===== config.mk =====
export PLATFORM = sky130hd
export DESIGN_NAME = acc_rsp_wb_arbiter
export DESIGN_NICKNAME = d
export VERILOG_FILES = /design/src/rtl/acc_pkg.sv /design/src/rtl/acc_rsp_rr_arb.sv /design/src/rtl/acc_rsp_wb_arbiter.sv
export SDC_FILE = /design/constraint.sdc
export NUM_CORES = 1
export LEC_CHECK = 0
export CELL_PAD_IN_SITES_DETAIL_PLACEMENT = 1
export CELL_PAD_IN_SITES_GLOBAL_PLACEMENT = 1
export CORE_MARGIN = 2
export CORE_UTILIZATION = 25
export CTS_CLUSTER_DIAMETER = 80
export DETAILED_ROUTE_END_ITERATION = 12
export GPL_TIMING_DRIVEN = 0
export PLACE_DENSITY_LB_ADDON = 0.15
export SYNTH_ARGS = -nofsm -noshare
export SYNTH_HDL_FRONTEND = slang
export SYNTH_SLANG_ARGS = --single-unit

===== constraint.sdc =====
create_clock -name clk_i -period 5.5 [get_ports clk_i]
set_input_delay 1.65 -clock clk_i [delete_from_list [all_inputs] [get_ports clk_i]]
set_output_delay 1.65 -clock clk_i [all_outputs]
set_load 0.05 [all_outputs]

===== src/rtl/acc_pkg.sv =====
// Shared types and helpers for the accelerator response writeback stage.
package acc_pkg;

    localparam int RegAddrWidth = 5;

    typedef enum logic [1:0] {
        EMPTY = 2'd0,
        BEAT0 = 2'd1,
        BEAT1 = 2'd2
    } wb_state_e;

    // Second beat of a dual writeback targets the next register; x31 wraps to x0.
    function automatic logic [RegAddrWidth-1:0] rd_plus_one(input logic [RegAddrWidth-1:0] rd);
        return rd + 5'd1;
    endfunction

endpackage


===== src/rtl/acc_rsp_rr_arb.sv =====
// NumRsp-way round-robin arbiter; owns the rotating priority pointer.
module acc_rsp_rr_arb #(
    parameter  int NumRsp = 2,
    localparam int IdxW   = (NumRsp > 1) ? $clog2(NumRsp) : 1
) (
    input  logic              clk_i,
    input  logic              rst_ni,
    input  logic [NumRsp-1:0] req_i,
    input  logic              advance_i,
    output logic [NumRsp-1:0] gnt_o,
    output logic [IdxW-1:0]   idx_o,
    output logic              valid_o
);

    logic [IdxW-1:0] ptr_q;
    logic [IdxW-1:0] ptr_d;
    logic [IdxW-1:0] cand_s;

    // Search requests starting at the pointer and take the first one found.
    always_comb begin
        gnt_o   = '0;
        idx_o   = '0;
        valid_o = 1'b0;
        cand_s  = '0;
        for (int off = 0; off < NumRsp; off++) begin
            cand_s = IdxW'((int'(ptr_q) + off) % NumRsp);
            if (!valid_o && req_i[cand_s]) begin
                valid_o = 1'b1;
                idx_o   = cand_s;
            end else begin
                valid_o = valid_o;
            end
        end
        if (valid_o) begin
            gnt_o[idx_o] = 1'b1;
        end else begin
            gnt_o = '0;
        end
    end

    assign ptr_d = IdxW'((int'(idx_o) + 1) % NumRsp);

    // Pointer moves past the winner only when the grant is actually taken.
    always_ff @(posedge clk_i) begin
        if (!rst_ni) begin
            ptr_q <= '0;
        end else if (advance_i) begin
            ptr_q <= ptr_d;
        end else begin
            ptr_q <= ptr_q;
        end
    end

endmodule


===== src/rtl/acc_rsp_wb_arbiter.sv =====
// Arbitrates accelerator responses and serialises them into register-file writeback beats.
// Define ACC_RSP_DUAL_WB_EN to split dual-writeback responses into rd / rd+1 beats.
module acc_rsp_wb_arbiter
    import acc_pkg::*;
#(
    parameter  int NumRsp    = 2,
    parameter  int DataWidth = 32,
    parameter  int IdWidth   = 4,
    localparam int IdxW      = (NumRsp > 1) ? $clog2(NumRsp) : 1
) (
    input  logic                        clk_i,
    input  logic                        rst_ni,
    input  logic [NumRsp*DataWidth-1:0] p_data0_i,
    input  logic [NumRsp*DataWidth-1:0] p_data1_i,
    input  logic [NumRsp-1:0]           p_dual_wb_i,
    input  logic [NumRsp*IdWidth-1:0]   p_id_i,
    input  logic [NumRsp*5-1:0]         p_rd_i,
    input  logic [NumRsp-1:0]           p_error_i,
    input  logic [NumRsp-1:0]           p_valid_i,
    output logic [NumRsp-1:0]           p_ready_o,
    output logic [DataWidth-1:0]        wb_data_o,
    output logic [4:0]                  wb_rd_o,
    output logic [IdWidth-1:0]          wb_id_o,
    output logic                        wb_error_o,
    output logic                        wb_last_o,
    output logic                        wb_valid_o,
    input  logic                        wb_ready_i
);

    wb_state_e                 state_q;
    logic [DataWidth-1:0]      wb_data_q;
    logic [RegAddrWidth-1:0]   wb_rd_q;
    logic [IdWidth-1:0]        wb_id_q;
    logic                      wb_error_q;
    logic                      wb_last_q;
    logic                      wb_valid_q;

    logic [NumRsp-1:0]         gnt_s;
    logic [IdxW-1:0]           gnt_idx_s;
    logic                      gnt_valid_s;
    logic                      cap_slot_s;
    logic                      capture_s;

    logic [DataWidth-1:0]      sel_data0_s;
    logic [RegAddrWidth-1:0]   sel_rd_s;
    logic [IdWidth-1:0]        sel_id_s;
    logic                      sel_dual_s;
    logic                      sel_err_s;

    acc_rsp_rr_arb #(.NumRsp(NumRsp)) u_arb (
        .clk_i     (clk_i),
        .rst_ni    (rst_ni),
        .req_i     (p_valid_i),
        .advance_i (capture_s),
        .gnt_o     (gnt_s),
        .idx_o     (gnt_idx_s),
        .valid_o   (gnt_valid_s)
    );

    // The holding register is free when idle or when its last beat leaves this cycle.
    assign cap_slot_s = (state_q == EMPTY) || (wb_valid_q && wb_ready_i && wb_last_q);
    assign capture_s  = rst_ni && cap_slot_s && gnt_valid_s;
    assign p_ready_o  = capture_s ? gnt_s : '0;

    assign sel_data0_s = p_data0_i[int'(gnt_idx_s)*DataWidth +: DataWidth];
    assign sel_rd_s    = p_rd_i[int'(gnt_idx_s)*RegAddrWidth +: RegAddrWidth];
    assign sel_id_s    = p_id_i[int'(gnt_idx_s)*IdWidth +: IdWidth];
    assign sel_dual_s  = p_dual_wb_i[gnt_idx_s];
    assign sel_err_s   = p_error_i[gnt_idx_s];

`ifdef ACC_RSP_DUAL_WB_EN
    logic [DataWidth-1:0] data1_q;
    logic [DataWidth-1:0] sel_data1_s;
    assign sel_data1_s = p_data1_i[int'(gnt_idx_s)*DataWidth +: DataWidth];
`else
    logic unused_data1_s;
    assign unused_data1_s = ^p_data1_i;
`endif

    // Writeback FSM: outputs are registered and only change on capture or handshake.
    always_ff @(posedge clk_i) begin
        if (!rst_ni) begin
            state_q    <= EMPTY;
            wb_data_q  <= '0;
            wb_rd_q    <= '0;
            wb_id_q    <= '0;
            wb_error_q <= 1'b0;
            wb_last_q  <= 1'b0;
            wb_valid_q <= 1'b0;
`ifdef ACC_RSP_DUAL_WB_EN
            data1_q    <= '0;
`endif
        end else if (capture_s) begin
            state_q    <= BEAT0;
            wb_valid_q <= 1'b1;
            wb_data_q  <= sel_data0_s;
            wb_rd_q    <= sel_rd_s;
            wb_id_q    <= sel_id_s;
`ifdef ACC_RSP_DUAL_WB_EN
            wb_last_q  <= !sel_dual_s;
            wb_error_q <= sel_err_s;
            data1_q    <= sel_data1_s;
`else
            // Without split support a dual response is truncated and flagged.
            wb_last_q  <= 1'b1;
            wb_error_q <= sel_err_s | sel_dual_s;
`endif
        end else begin
            case (state_q)
                BEAT0: begin
                    if (wb_ready_i) begin
`ifdef ACC_RSP_DUAL_WB_EN
                        if (!wb_last_q) begin
                            state_q   <= BEAT1;
                            wb_data_q <= data1_q;
                            wb_rd_q   <= rd_plus_one(wb_rd_q);
                            wb_last_q <= 1'b1;
                        end else begin
                            state_q    <= EMPTY;
                            wb_valid_q <= 1'b0;
                        end
`else
                        state_q    <= EMPTY;
                        wb_valid_q <= 1'b0;
`endif
                    end else begin
                        state_q <= BEAT0;
                    end
                end
                BEAT1: begin
                    if (wb_ready_i) begin
                        state_q    <= EMPTY;
                        wb_valid_q <= 1'b0;
                    end else begin
                        state_q <= BEAT1;
                    end
                end
                EMPTY: begin
                    wb_valid_q <= 1'b0;
                end
                default: begin
                    state_q    <= EMPTY;
                    wb_valid_q <= 1'b0;
                end
            endcase
        end
    end

    assign wb_data_o  = wb_data_q;
    assign wb_rd_o    = wb_rd_q;
    assign wb_id_o    = wb_id_q;
    assign wb_error_o = wb_error_q;
    assign wb_last_o  = wb_last_q;
    assign wb_valid_o = wb_valid_q;

endmodule


==> metrics.txt, run 1 <==
status=finished clean; routing usage on met1=22.2%; Area Growth Syn to Fin=61.0%; gr ovfl total=0; Critical-path top delay cell=clkdlybuf4s50_1; Synth area leader=dfxtp_1; first-pass GRT wire length=15700 um; Hold Path Origin=wb_last_o$_SDFFE_PN0P_; CP peak stage delay=~540 ps; commonest non-fill, non-tap cell in the layout=clkdlybuf4s50_1; synthesized cell area=around 0.0026 mm^2; antenna violations before repair=0; area share of fa/ha/maj cells after synthesis=1.42%; most frequent cells in the layout=clkdlybuf4s50_1, dfxtp_1, a21oi_1, o21ai_0, nand3b_1; Nets=~580; Clock transition at path regs=90 ps; Fillers=1204; Clock Tree Buf Depth=2; Antenna Cells=0; Worst Reg-to-Reg Cells=7; syn_nets=roughly 440; Via Count=2817; gr busiest metal=met2; Post-CTS Setup Bufs=0; reg2reg setup slack=3510 ps; setup ws final=189 ps; TritonCTS clock tree=built; Fin. Hold Viols=0; largest family of logic cells by synthesized area=compound AO/OA/AOI/OAI gates; mux cell area share after synthesis=0%; crit path kind=primary input to output pin; drt pass-1 iters=4; vias per cell=5.03; DR WL/cell=17.8 um; DP Worst Slack=-260 ps; core area=just over 0.01 mm^2; Iteration-0 DRC Markers=70; WP data required=3850 ps; Synth area leaders=dfxtp_1, a311oi_2, nand3b_1; crit-path most repeated cell=buf_2; met2 usage=29.8%; Synthesis Warnings=0; DRT antenna net count=0; synth unique cells=24; Max Transition Viols Final=0; H-tree level count=2; Initial Utilization=about a quarter; Rows=37; Hold Path Class=flop to flop; Leak=0.00136 uW; hold endpoint=wb_last_o$_SDFFE_PN0P_; Highest Clock Rate=188 MHz; Slew HR=around 45%; RSZ-0062 raised after global routing=no; clk_skew=7.69 ps; share of the yosys chip area belonging to registers=between 30 and 40%; vias in the first global route=2968; clock latency on the worst-skew pair=300 ps; M3 GR Usage=3.16%; mean post-synth cell area=9.43 um^2; Syn Inst Count=281; Non-Filler Instances=560; Fin Setup TNS=0 ps; #FFs+latches synth=47; Tot GR Track Use=17.3%; GP Congestion=~0.72; worst-path cell chain=clkdlybuf4s50_1 -> a31o_2 -> buf_2 -> buf_2 -> nand2_1 -> nor2_1 -> clkdlybuf4s15_1; max capacitance violation total=0; Tmin final=about 5300 ps; Final Cycle Share=slightly below 100%; layout cells sized above 1=13.7%; crit path DAT=3660 ps; Die Width=107 um; IO Pins=about 200; Worst Setup End Kind=output pin; Port Buffers=around 140; Compound-Gate Fraction of Synth Area=40.2%; Peak VDD IR=91.4 uV; pin count of the biggest net entering global routing=14; die area=0.0114 mm^2; Routed WL=9990 um; design area=0.00427 mm^2; cts bufs inserted=5; hold buffer count at CTS=0; Critical R2R Capture=wb_data_o[30]$_SDFFE_PN0P_; clock root buffer=clkbuf_8; Setup Viol. Count Final=0; hold depth=2; dpl cells=approximately 550; DP HPWL=between 7000 and 8000 um; Residual DRC=0; total power after layout=1060 uW; Worst R2R Start=state_q[0]$_SDFFE_PN0P_; Die H=107 um; Synth Area in Simple Gates=14.9%; CP startpoint kind=primary input; Cell Pwr Density=248 mW/mm^2; crit-path max FO=10; xor and xnor area share after synthesis=0%; worst-margin pin slew=832 ps; clock sinks=47; top cell type's share of synthesized area=between 30 and 40%; post-placement cell area=0.00417 mm^2
[worst max-delay path, delay by kind of cell]
family                 cells  cell delay [ps]
AND/OR/NAND/NOR            2              300
AO/OA/AOI/OAI              1              170
buffers and inverters      4             1530
[per-stage QoR]
stage               util, %  hold WS (ps)
floorplan                 -           499
global placement       40.4           454
detailed placement     40.4           458
CTS                    41.3           473
global route           41.3           487
finish                 41.3           470
[worst max-delay path by stage]
stage	end	cells past startpoint	start	slack [ps]
global placement	p_ready_o[1]	7	wb_ready_i	-200
floorplan	p_ready_o[1]	6	p_valid_i[1]	480
finish	p_ready_o[0]	7	wb_ready_i	190
CTS	p_ready_o[1]	7	wb_ready_i	30
global route	p_ready_o[0]	7	wb_ready_i	5
detailed placement	p_ready_o[1]	7	wb_ready_i	-260
[cell families (layout without fill, tap and decap cells)]
logic type	after synthesis	count (layout)
AOI/OAI and AO/OA	133	133
and+or+nand+nor	57	57
DFF	47	47
buffers and inverters	41	184
adders and majority gates	3	3
[report_power, final]
part / leakage [uW] / switching (uW) / internal [uW]
Sequential: 0.000389 / 18.7 / 373
Combinational: 0.000920 / 253 / 181
Clock: 0.0000515 / 119 / 115
[routing by layer]
metal	wire length (um)	up-vias	share of wire, %
li1	-	1364	-
met1	4440	1373	44
met2	5000	71	50
met3	446	9	4.5
met4	110	0	1.1
met5	0	-	0
[layout make-up]
cell class              instances  area (um^2)  area share [%]
multi-input cells             193         1500            35.1
repair buffers                135         1350            31.6
flip-flops and latches         47          941            22.1
plain buffers                  37          196            4.61
well taps                     136          170            3.99
clock buffers                   8          100            2.35
inverters                       4         15.0           0.352
[repair_timing]
action	in CTS	in global routing
setup endpoints to repair	2	2
pin swaps	0	0
resized for setup	2	4
[registers in the layout (all words and copies together), names as in the netlist]
signal and cells:
state_q 2, u_arb.ptr_q 1, wb_data_o 32, wb_error_o 1, wb_id_o 4, wb_last_o 1, wb_rd_o 5, wb_valid_o 1
[synth_stat cells]
master	instances
dfxtp_1	47
a21oi_1	46
o21ai_0	42
nand3b_1	41
a311oi_2	37
clkbuf_1	26
buf_6	7
nand2_1	5
a311oi_1	4
buf_2	4
ha_1	3
inv_1	3
nor2_1	3
a31o_2	2
nor3_1	2
a22oi_1	1
and2_1	1
and2b_1	1
clkinv_1	1
nand4b_1	1
nor3b_1	1
nor4bb_1	1
o21a_1	1
or4_1	1
Note: power is estimated with default switching activity, not from simulation.
==> run 2, diff against run 1 <==
--- a/config.mk
+++ b/config.mk
@@ -16,3 +16,4 @@
 export SYNTH_ARGS = -nofsm -noshare
 export SYNTH_HDL_FRONTEND = slang
 export SYNTH_SLANG_ARGS = --single-unit
+export TNS_END_PERCENT = 5
==> results of run 2 <==
The final DEF is identical to that of run 1; final timing and power are the same.
==> run 3, diff against run 2 <==
--- a/config.mk
+++ b/config.mk
@@ -7,7 +7,6 @@
 export LEC_CHECK = 0
 export CELL_PAD_IN_SITES_DETAIL_PLACEMENT = 1
 export CELL_PAD_IN_SITES_GLOBAL_PLACEMENT = 1
-export CORE_MARGIN = 2
 export CORE_UTILIZATION = 25
 export CTS_CLUSTER_DIAMETER = 80
 export DETAILED_ROUTE_END_ITERATION = 12
==> metrics.txt, run 3 (same netlist as run 1, synthesis figures left out) <==
Tot GR Track Use=17.4%; most frequent cells in the layout=clkdlybuf4s50_1, dfxtp_1, a21oi_1, o21ai_0, nand3b_1; Residual DRC=0; commonest non-fill, non-tap cell in the layout=clkdlybuf4s50_1; core area=0.0103 mm^2; Final Cycle Share=96.3%; Clock Tree Buf Depth=2; clock root buffer=clkbuf_8; Hold Path Class=flop to flop; WP data required=3850 ps; Largest register FFs=32; design area=0.00425 mm^2; worst-margin pin slew=767 ps; clock latency on the worst-skew pair=310 ps; Clock transition at path regs=about 90 ps; gr ovfl total=0; GP Congestion=0.688; Peak VDD IR=~89 uV; Nets=between 500 and 600; Die Width=105 um; Worst R2R Start=state_q[0]$_SDFFE_PN0P_; Routed WL=9580 um; reg2reg setup slack=3540 ps; Antenna Cells=0; Die H=105 um; H-tree level count=2; Non-Filler Instances=560; Cell Pwr Density=between 200 and 250 mW/mm^2; RSZ-0062 raised after global routing=no; crit-path most repeated cell=buf_2; vias per cell=4.99; antenna violations before repair=0; first-pass GRT wire length=15200 um; Slew HR=48.9%; DR WL/cell=about 17 um; TritonCTS clock tree=built; Rows=37; pin count of the biggest net entering global routing=14; Max Transition Viols Final=0; status=finished clean; Worst Setup End Kind=output pin; IO Pins=201; DRT antenna net count=0; Fin. Hold Viols=0; crit-path max FO=10; Iteration-0 DRC Markers=42; dpl cells=around 550; Leak=0.00135 uW; total power after layout=1040 uW; post-placement cell area=0.00417 mm^2; DP HPWL=6960 um; max capacitance violation total=0; clock sinks=47; crit path kind=primary input to output pin; Worst Setup SP=wb_ready_i; Highest Clock Rate=between 150 and 200 MHz; Critical-path top delay cell=dlygate4sd2_1; CP startpoint kind=primary input; crit path to=p_ready_o[0]; Core Util, Final=around 41%; Via Count=about 2.8k; Port Buffers=135; Initial Utilization=25.8%; Area Growth Syn to Fin=60.3%; cts bufs inserted=5; die area=0.0110 mm^2; layout cells sized above 1=between 10% and 20%; crit path DAT=about 3600 ps; worst-path cell chain=clkdlybuf4s50_1 -> a31o_2 -> buf_2 -> buf_2 -> nand2_1 -> nor2_1 -> dlygate4sd2_1; Tmin final=5290 ps; vias in the first global route=2890; Critical R2R Capture=wb_data_o[3]$_SDFFE_PN0P_; CP peak stage delay=540 ps; Setup Viol. Count Final=0; drt pass-1 iters=4; Worst Reg-to-Reg Cells=7; Post-CTS Setup Bufs=0; clk_skew=between 9 and 10 ps
## run 3: cell type report
cell class / count / area (um^2)
fillers: 1224 / 6030
multi-input cells: 193 / 1500
repair buffers: 135 / 1350
flip-flops and latches: 47 / 941
plain buffers: 37 / 196
well taps: 136 / 170
clock buffers: 7 / 76.3
inverters: 4 / 15.0
clock inverters: 1 / 5.00
## run 3: critical path, delay by kind of cell
kind	cells	cell delay, ps
AND/OR/NAND/NOR	2	280
AO/OA/AOI/OAI	1	180
buffers and inverters	4	1530
## run 3: how the worst min path moves through the flow
stage                                         from                        to  slack [ps]  depth (start not counted)
after floorplan           u_arb.ptr_q$_SDFFE_PN0P_  u_arb.ptr_q$_SDFFE_PN0P_         500                          2
after global placement      wb_last_o$_SDFFE_PN0P_    wb_last_o$_SDFFE_PN0P_         450                          2
after detailed placement    wb_last_o$_SDFFE_PN0P_    wb_last_o$_SDFFE_PN0P_         470                          2
after CTS                   wb_last_o$_SDFFE_PN0P_    wb_last_o$_SDFFE_PN0P_         490                          2
after global routing        wb_last_o$_SDFFE_PN0P_    wb_last_o$_SDFFE_PN0P_         540                          2
final                       wb_last_o$_SDFFE_PN0P_    wb_last_o$_SDFFE_PN0P_         480                          2
## run 3: power by group
part           leakage, uW  total [uW]  internal [uW]  switching (uW)
registers         0.000389         392            373            19.0
clock network    0.0000422         215           89.8             125
logic             0.000922         431            181             251
## run 3: timing repair
action	CTS	global route
hold buffers	0	0
setup endpoints to repair	2	1
resized for setup	2	3
hold endpoints to repair	0	0
## run 3: layer usage
metal,GRT usage (%),part of all wire (%),up-vias,routed length [um]
met1,22.4,46,1363,4400
met5,0,0,-,0
met2,30.3,49,68,4740
li1,-,-,1359,-
met4,3.92,0.89,0,85
met3,2.81,3.8,7,362
## run 3: through the flow
| stage | TNS, ps | hold WS [ps] | setup slack, ps |
|---|---|---|---|
| floorplan | 0 | 499 | 477 |
| global placement | -300 | 453 | -202 |
| detailed placement | -301 | 474 | -218 |
| CTS | 0 | 488 | 66.9 |
| global route | 0 | 542 | 48.0 |
| finish | 0 | 483 | 206 |
==> RTL change 1, RTL diff (settings of run 1) <==
Add a define of `ACC_RSP_DUAL_WB_EN`.
--- a/src/rtl/acc_rsp_wb_arbiter.sv
+++ b/src/rtl/acc_rsp_wb_arbiter.sv
@@ -2,2 +2,4 @@
 // Define ACC_RSP_DUAL_WB_EN to split dual-writeback responses into rd / rd+1 beats.
+`define ACC_RSP_DUAL_WB_EN
+
 module acc_rsp_wb_arbiter
Function: changed (a bounded check fails within 4 cycles, from zero or initial values and one cycle with rst_ni low).
==> RTL change 1 against run 1 <==
- power grew 79%
- sequential share of layout area increased by 2.3 points
- clock power grew to 2.6 times the old value
- die area up 47%
- area after synthesis up 49%
- sequential cell count rose by 32
- highest routed layer unchanged
- worst setup slack improved by 0.049 ns
- clock skew down 0.0029 ns
- cell area increased by 52%
- largest power group is now registers
- non-clock buffer count increased by 77
- via count rose by 56%
- sequential power grew 74%
- routed wire length grew 75%
==> RTL change 1: results (changes against run 1) <==
- Final Wtd Congestion: 0.809 (+12%)
- Met2 Wirelength: 8610 um (+72%)
- Leakage: 2.64 nW (+94%)
- First-pass GRT wire length: 26200 um (+67%)
- M3 GR Usage: 6.19% (+3.0 points)
- Flop pwr share: 36.0% (-1.0 points)
- Met3 Routed Length: 1100 um (+150%)
- Port bufs: 199 (+47%)
- Placed cell area: 6210 sq um (+49%)
- Max layer used: met4
- Nets@finish: 785 (+35%)
- Top cells by area, synth: dfxtp_1, a32oi_1, o211a_1
- Setup Skew: 0.00479 ns (-0.00290 ns)
- GR Util All Layers: 20.7% (+3.4 points)
- Post-Syn Area per Cell: 9.50 sq um (+0.80%)
- Dominant synthesized flop cell: dfxtp_1
- Initial drt markers: 150 (+110%)
- CP Data Arrival Time: 3.61 ns (-0.05 ns)
- Comb pwr share: 31.8% (-9.1 points)
- Adder-Cell Fraction of Synth Area: 1.27% (-0.15 points)
- Post-synthesis mux area share: 0% (unchanged)
- Placed Cells: 826 (+50%)
- Vias in the first global route: 4680 (+58%)
- Initial antenna violation count: 0 (unchanged)
- Worst Hold Class: reg2reg
- Fin cells: 841 (+50%)
- VDD IR-drop max: 0.128 mV (+40%)
- Post-synth top cells: dfxtp_1, a32oi_1, and2_1
- Hpwl dp: 13300 um (+85%)
- Synthesis Warnings: 0 (unchanged)
- WL met1: 7470 um (+68%)
- Synthesized Nets: 575 (+31%)
- Unique masters post-synth: 34 (+42%)
- Outcome: completed
- Clk_lat worst skew: 0.34 ns (+0.04 ns)
- Sequential-to-total area share from yosys stat: 40.0% (+4.5 points)
- Met2 GRT Util: 36.6% (+6.8 points)
- DR WL/cell: 20.7 um (+16%)
- CTS Buf Count: 9 (+4)
- Routed via count: 4387 (+56%)
- Met1 usage: 24.4% (+2.3 points)
- Synth Area in Compound Gates: 39.9% (-0.23 points)
- Relative slew slack: 55.2% (+11 points)
- N_diodes: 0 (unchanged)
- H-tree levels: 3 (+1)
- Sequential Power: 0.682 mW (+74%)
- Clock tree root buffer cell: clkbuf_16
- Switching power share of the total: 32.7% (-4.1 points)
- Xor-xnor portion of the synthesized cell area: 0.665% (+0.66 points)
- Largest net degree at the start of global routing: 13 (-1)
- Clock Pin Slew Worst Setup and Hold Paths: 0.06 ns (-0.03 ns)
- Share of cells above drive strength 1: 7.94% (-5.7 points)
==> RTL change 1: cell types whose count changed in the layout (fill, tap and decap cells not counted), moves of 34 or more <==
cell,run 1,this run
nor2_1,3,37
a21oi_1,46,3
nand3b_1,41,2
a32oi_1,0,55
clkdlybuf4s50_1,133,197
o22ai_1,0,36
and2_1,1,38
o21ai_0,42,7
o211a_1,0,36
a311oi_2,37,0
==> RTL change 1: through the flow <==
stage	util [%]	worst slack [ns]	TNS, ns
global route	42.4	0.167	0
CTS	42.5	0.109	0
global placement	40.5	-0.123	-0.123
finish	42.4	0.238	0
detailed placement	40.5	-0.197	-0.211
floorplan	-	1.14	0
==> RTL change 1: critical path, stage by stage <==
cell and delay (ns):
clkdlybuf4s50_1 0.64, a31o_4 0.24, and2_4 0.17, and3_4 0.21, buf_6 0.15, dlygate4sd2_1 0.54
==> RTL change 1: area by class of cell <==
cell class / instances / area (sq um)
plain buffers: 50 / 234
clock buffers: 11 / 253
clock inverters: 4 / 45.0
fillers: 1735 / 8810
inverters: 5 / 18.8
multi-input cells: 282 / 2120
flip-flops and latches: 79 / 1580
well taps: 211 / 264
repair buffers: 199 / 1990
==> RTL change 1: final timing paths <==
path	startpoint	slack, ns	cells after the start	end
worst min register to register	data1_q[13]$_SDFFE_PN0P_	0.49	1	data1_q[13]$_SDFFE_PN0P_
worst max-delay path	wb_ready_i	0.24	6	p_ready_o[1]
worst max register to register	state_q[0]$_SDFFE_PN0P_	3.21	7	wb_data_o[27]$_SDFFE_PN0P_
worst min-delay path	data1_q[13]$_SDFFE_PN0P_	0.49	1	data1_q[13]$_SDFFE_PN0P_
==> RTL change 1: repair_timing <==
action	CTS	global route
gates resized for setup	2	2
endpoints found under the setup margin	2	1
buffers inserted	0	0
==> RTL change 2, RTL diff (flow settings as in run 1) <==
Without the edit above. The 3 states of `wb_state_e` get a one-hot encoding in 3 bits.
--- a/src/rtl/acc_pkg.sv
+++ b/src/rtl/acc_pkg.sv
@@ -5,6 +5,6 @@
 
-    typedef enum logic [1:0] {
-        EMPTY = 2'd0,
-        BEAT0 = 2'd1,
-        BEAT1 = 2'd2
+    typedef enum logic [2:0] {
+        EMPTY = 3'b001,
+        BEAT0 = 3'b010,
+        BEAT1 = 3'b100
     } wb_state_e;
Behaviour: same outputs for any inputs over 10 cycles, from zero or initial values and one cycle with rst_ni low; not proved beyond that.
==> RTL change 2 against run 1 <==
- worst setup slack got worse by 0.049 ns
- count of clock-buffer cells in the layout decreased by 2
- area after synthesis shrank 11%
- fmax is 0.92% lower
- clock skew fell by 0.0015 ns
- routed wire length shrank 25%
- sequential cell count is 1 higher
- power up 11%
- cell area decreased by 7.1%
- largest cell class unchanged
- highest routed layer unchanged
==> RTL change 2: results (changes against run 1) <==
- Share of cells above drive strength 1: 11.5% (-2.2 points)
- Dpl ws: 0.0890 ns (+0.349 ns)
- Adder-Cell Fraction of Synth Area: 0% (-1.4 points)
- Total combinational power: 0.491 mW (+13%)
- Xor-xnor portion of the synthesized cell area: 0% (unchanged)
- Post-cts sizing count: 0 (-2)
- Met3 Routed Length: 415 um (-7.0%)
- Worst r2r src: wb_last_o$_SDFFE_PN0P_
- Post-synthesis mux area share: 17.4% (+17 points)
- Switching power share of the total: 37.2% (+0.39 points)
- Outcome: completed
- Setup Skew: 0.00622 ns (-0.00147 ns)
- Hpwl dp: 5660 um (-21%)
- Largest net degree at the start of global routing: 15 (+1)
- Max reg flops: 32 (unchanged)
- Met1 usage: 18.0% (-4.2 points)
- Final Wtd Congestion: 0.641 (-11%)
- GR Util All Layers: 14.6% (-2.7 points)
- Post-Syn Area per Cell: 10.6 sq um (+13%)
- Setup Fix Bufs, Post-CTS: 0 (unchanged)
- VDD IR-drop max: 0.119 mV (+31%)
- Post-synth top cells: dfxtp_1, mux2i_1, o211ai_1
- Routed via count: 2270 (-19%)
- Largest stage delay, worst path: 0.81 ns (+0.27 ns)
- H-tree levels: 2 (unchanged)
- Unique masters post-synth: 29 (+21%)
- Comb pwr share: 41.9% (+1.0 points)
- M3 GR Usage: 3.24% (+0.083 points)
- Initial drt markers: 32 (-54%)
- Top cells by area, synth: dfxtp_1, mux2i_1, o211ai_1
- Met2 Wirelength: 3780 um (-24%)
- Flop pwr share: 35.9% (-1.1 points)
- Placed cell area: 3850 sq um (-7.6%)
- Synth Area in Compound Gates: 28.2% (-12 points)
- Synthesized Nets: 377 (-14%)
- Crit path from: p_valid_i[0]
- Met2 GRT Util: 26.0% (-3.8 points)
- Placed Cells: 468 (-15%)
- WL met1: 3290 um (-26%)
- Sequential-to-total area share from yosys stat: 40.7% (+5.1 points)
- Final WL: 7540 um (-25%)
- Vias per std cell: 4.77 (-5.2%)
- Initial antenna violation count: 0 (unchanged)
- First-pass GRT wire length: 11900 um (-24%)
- Relative slew slack: 54.6% (+10 points)
- CP max stage cell: clkdlybuf4s50_1
- Nets@finish: 519 (-11%)
- Vias in the first global route: 2423 (-18%)
- Leakage: 1.60 nW (+17%)
## RTL change 2: changes by cell type after synthesis, sizes merged, moves of 3 or more
cell    delta
nand3b    -41
a311oi    -41
ha         -3
o21ai      +3
nor2       +3
clkbuf    -19
a21oi     -44
mux2i     +41
buf        +5
o211ai    +42
## RTL change 2: path summary, 6_finish.rpt
kind	endpoint	slack, ns	cells past startpoint
worst min register to register	wb_last_o$_SDFFE_PN0P_	0.47	2
worst max register to register	wb_data_o[28]$_SDFFE_PN0P_	4.10	4
worst max-delay path	p_ready_o[0]	0.14	7
worst min-delay path	wb_last_o$_SDFFE_PN0P_	0.47	2
## RTL change 2: critical path: cells and delay by family
kind	cells	cell delay, ns
and+or+nand+nor	1	0.13
AOI/OAI and AO/OA	1	0.13
buffers and inverters	5	1.79
## RTL change 2: area by class of cell
cell class	count	area (sq um)
repair buffers	135	1350
inverters	2	7.51
well taps	111	139
multi-input cells	149	1180
fillers	1054	5230
plain buffers	23	216
clock buffers	6	72.6
clock inverters	2	35.0
flip-flops and latches	48	961
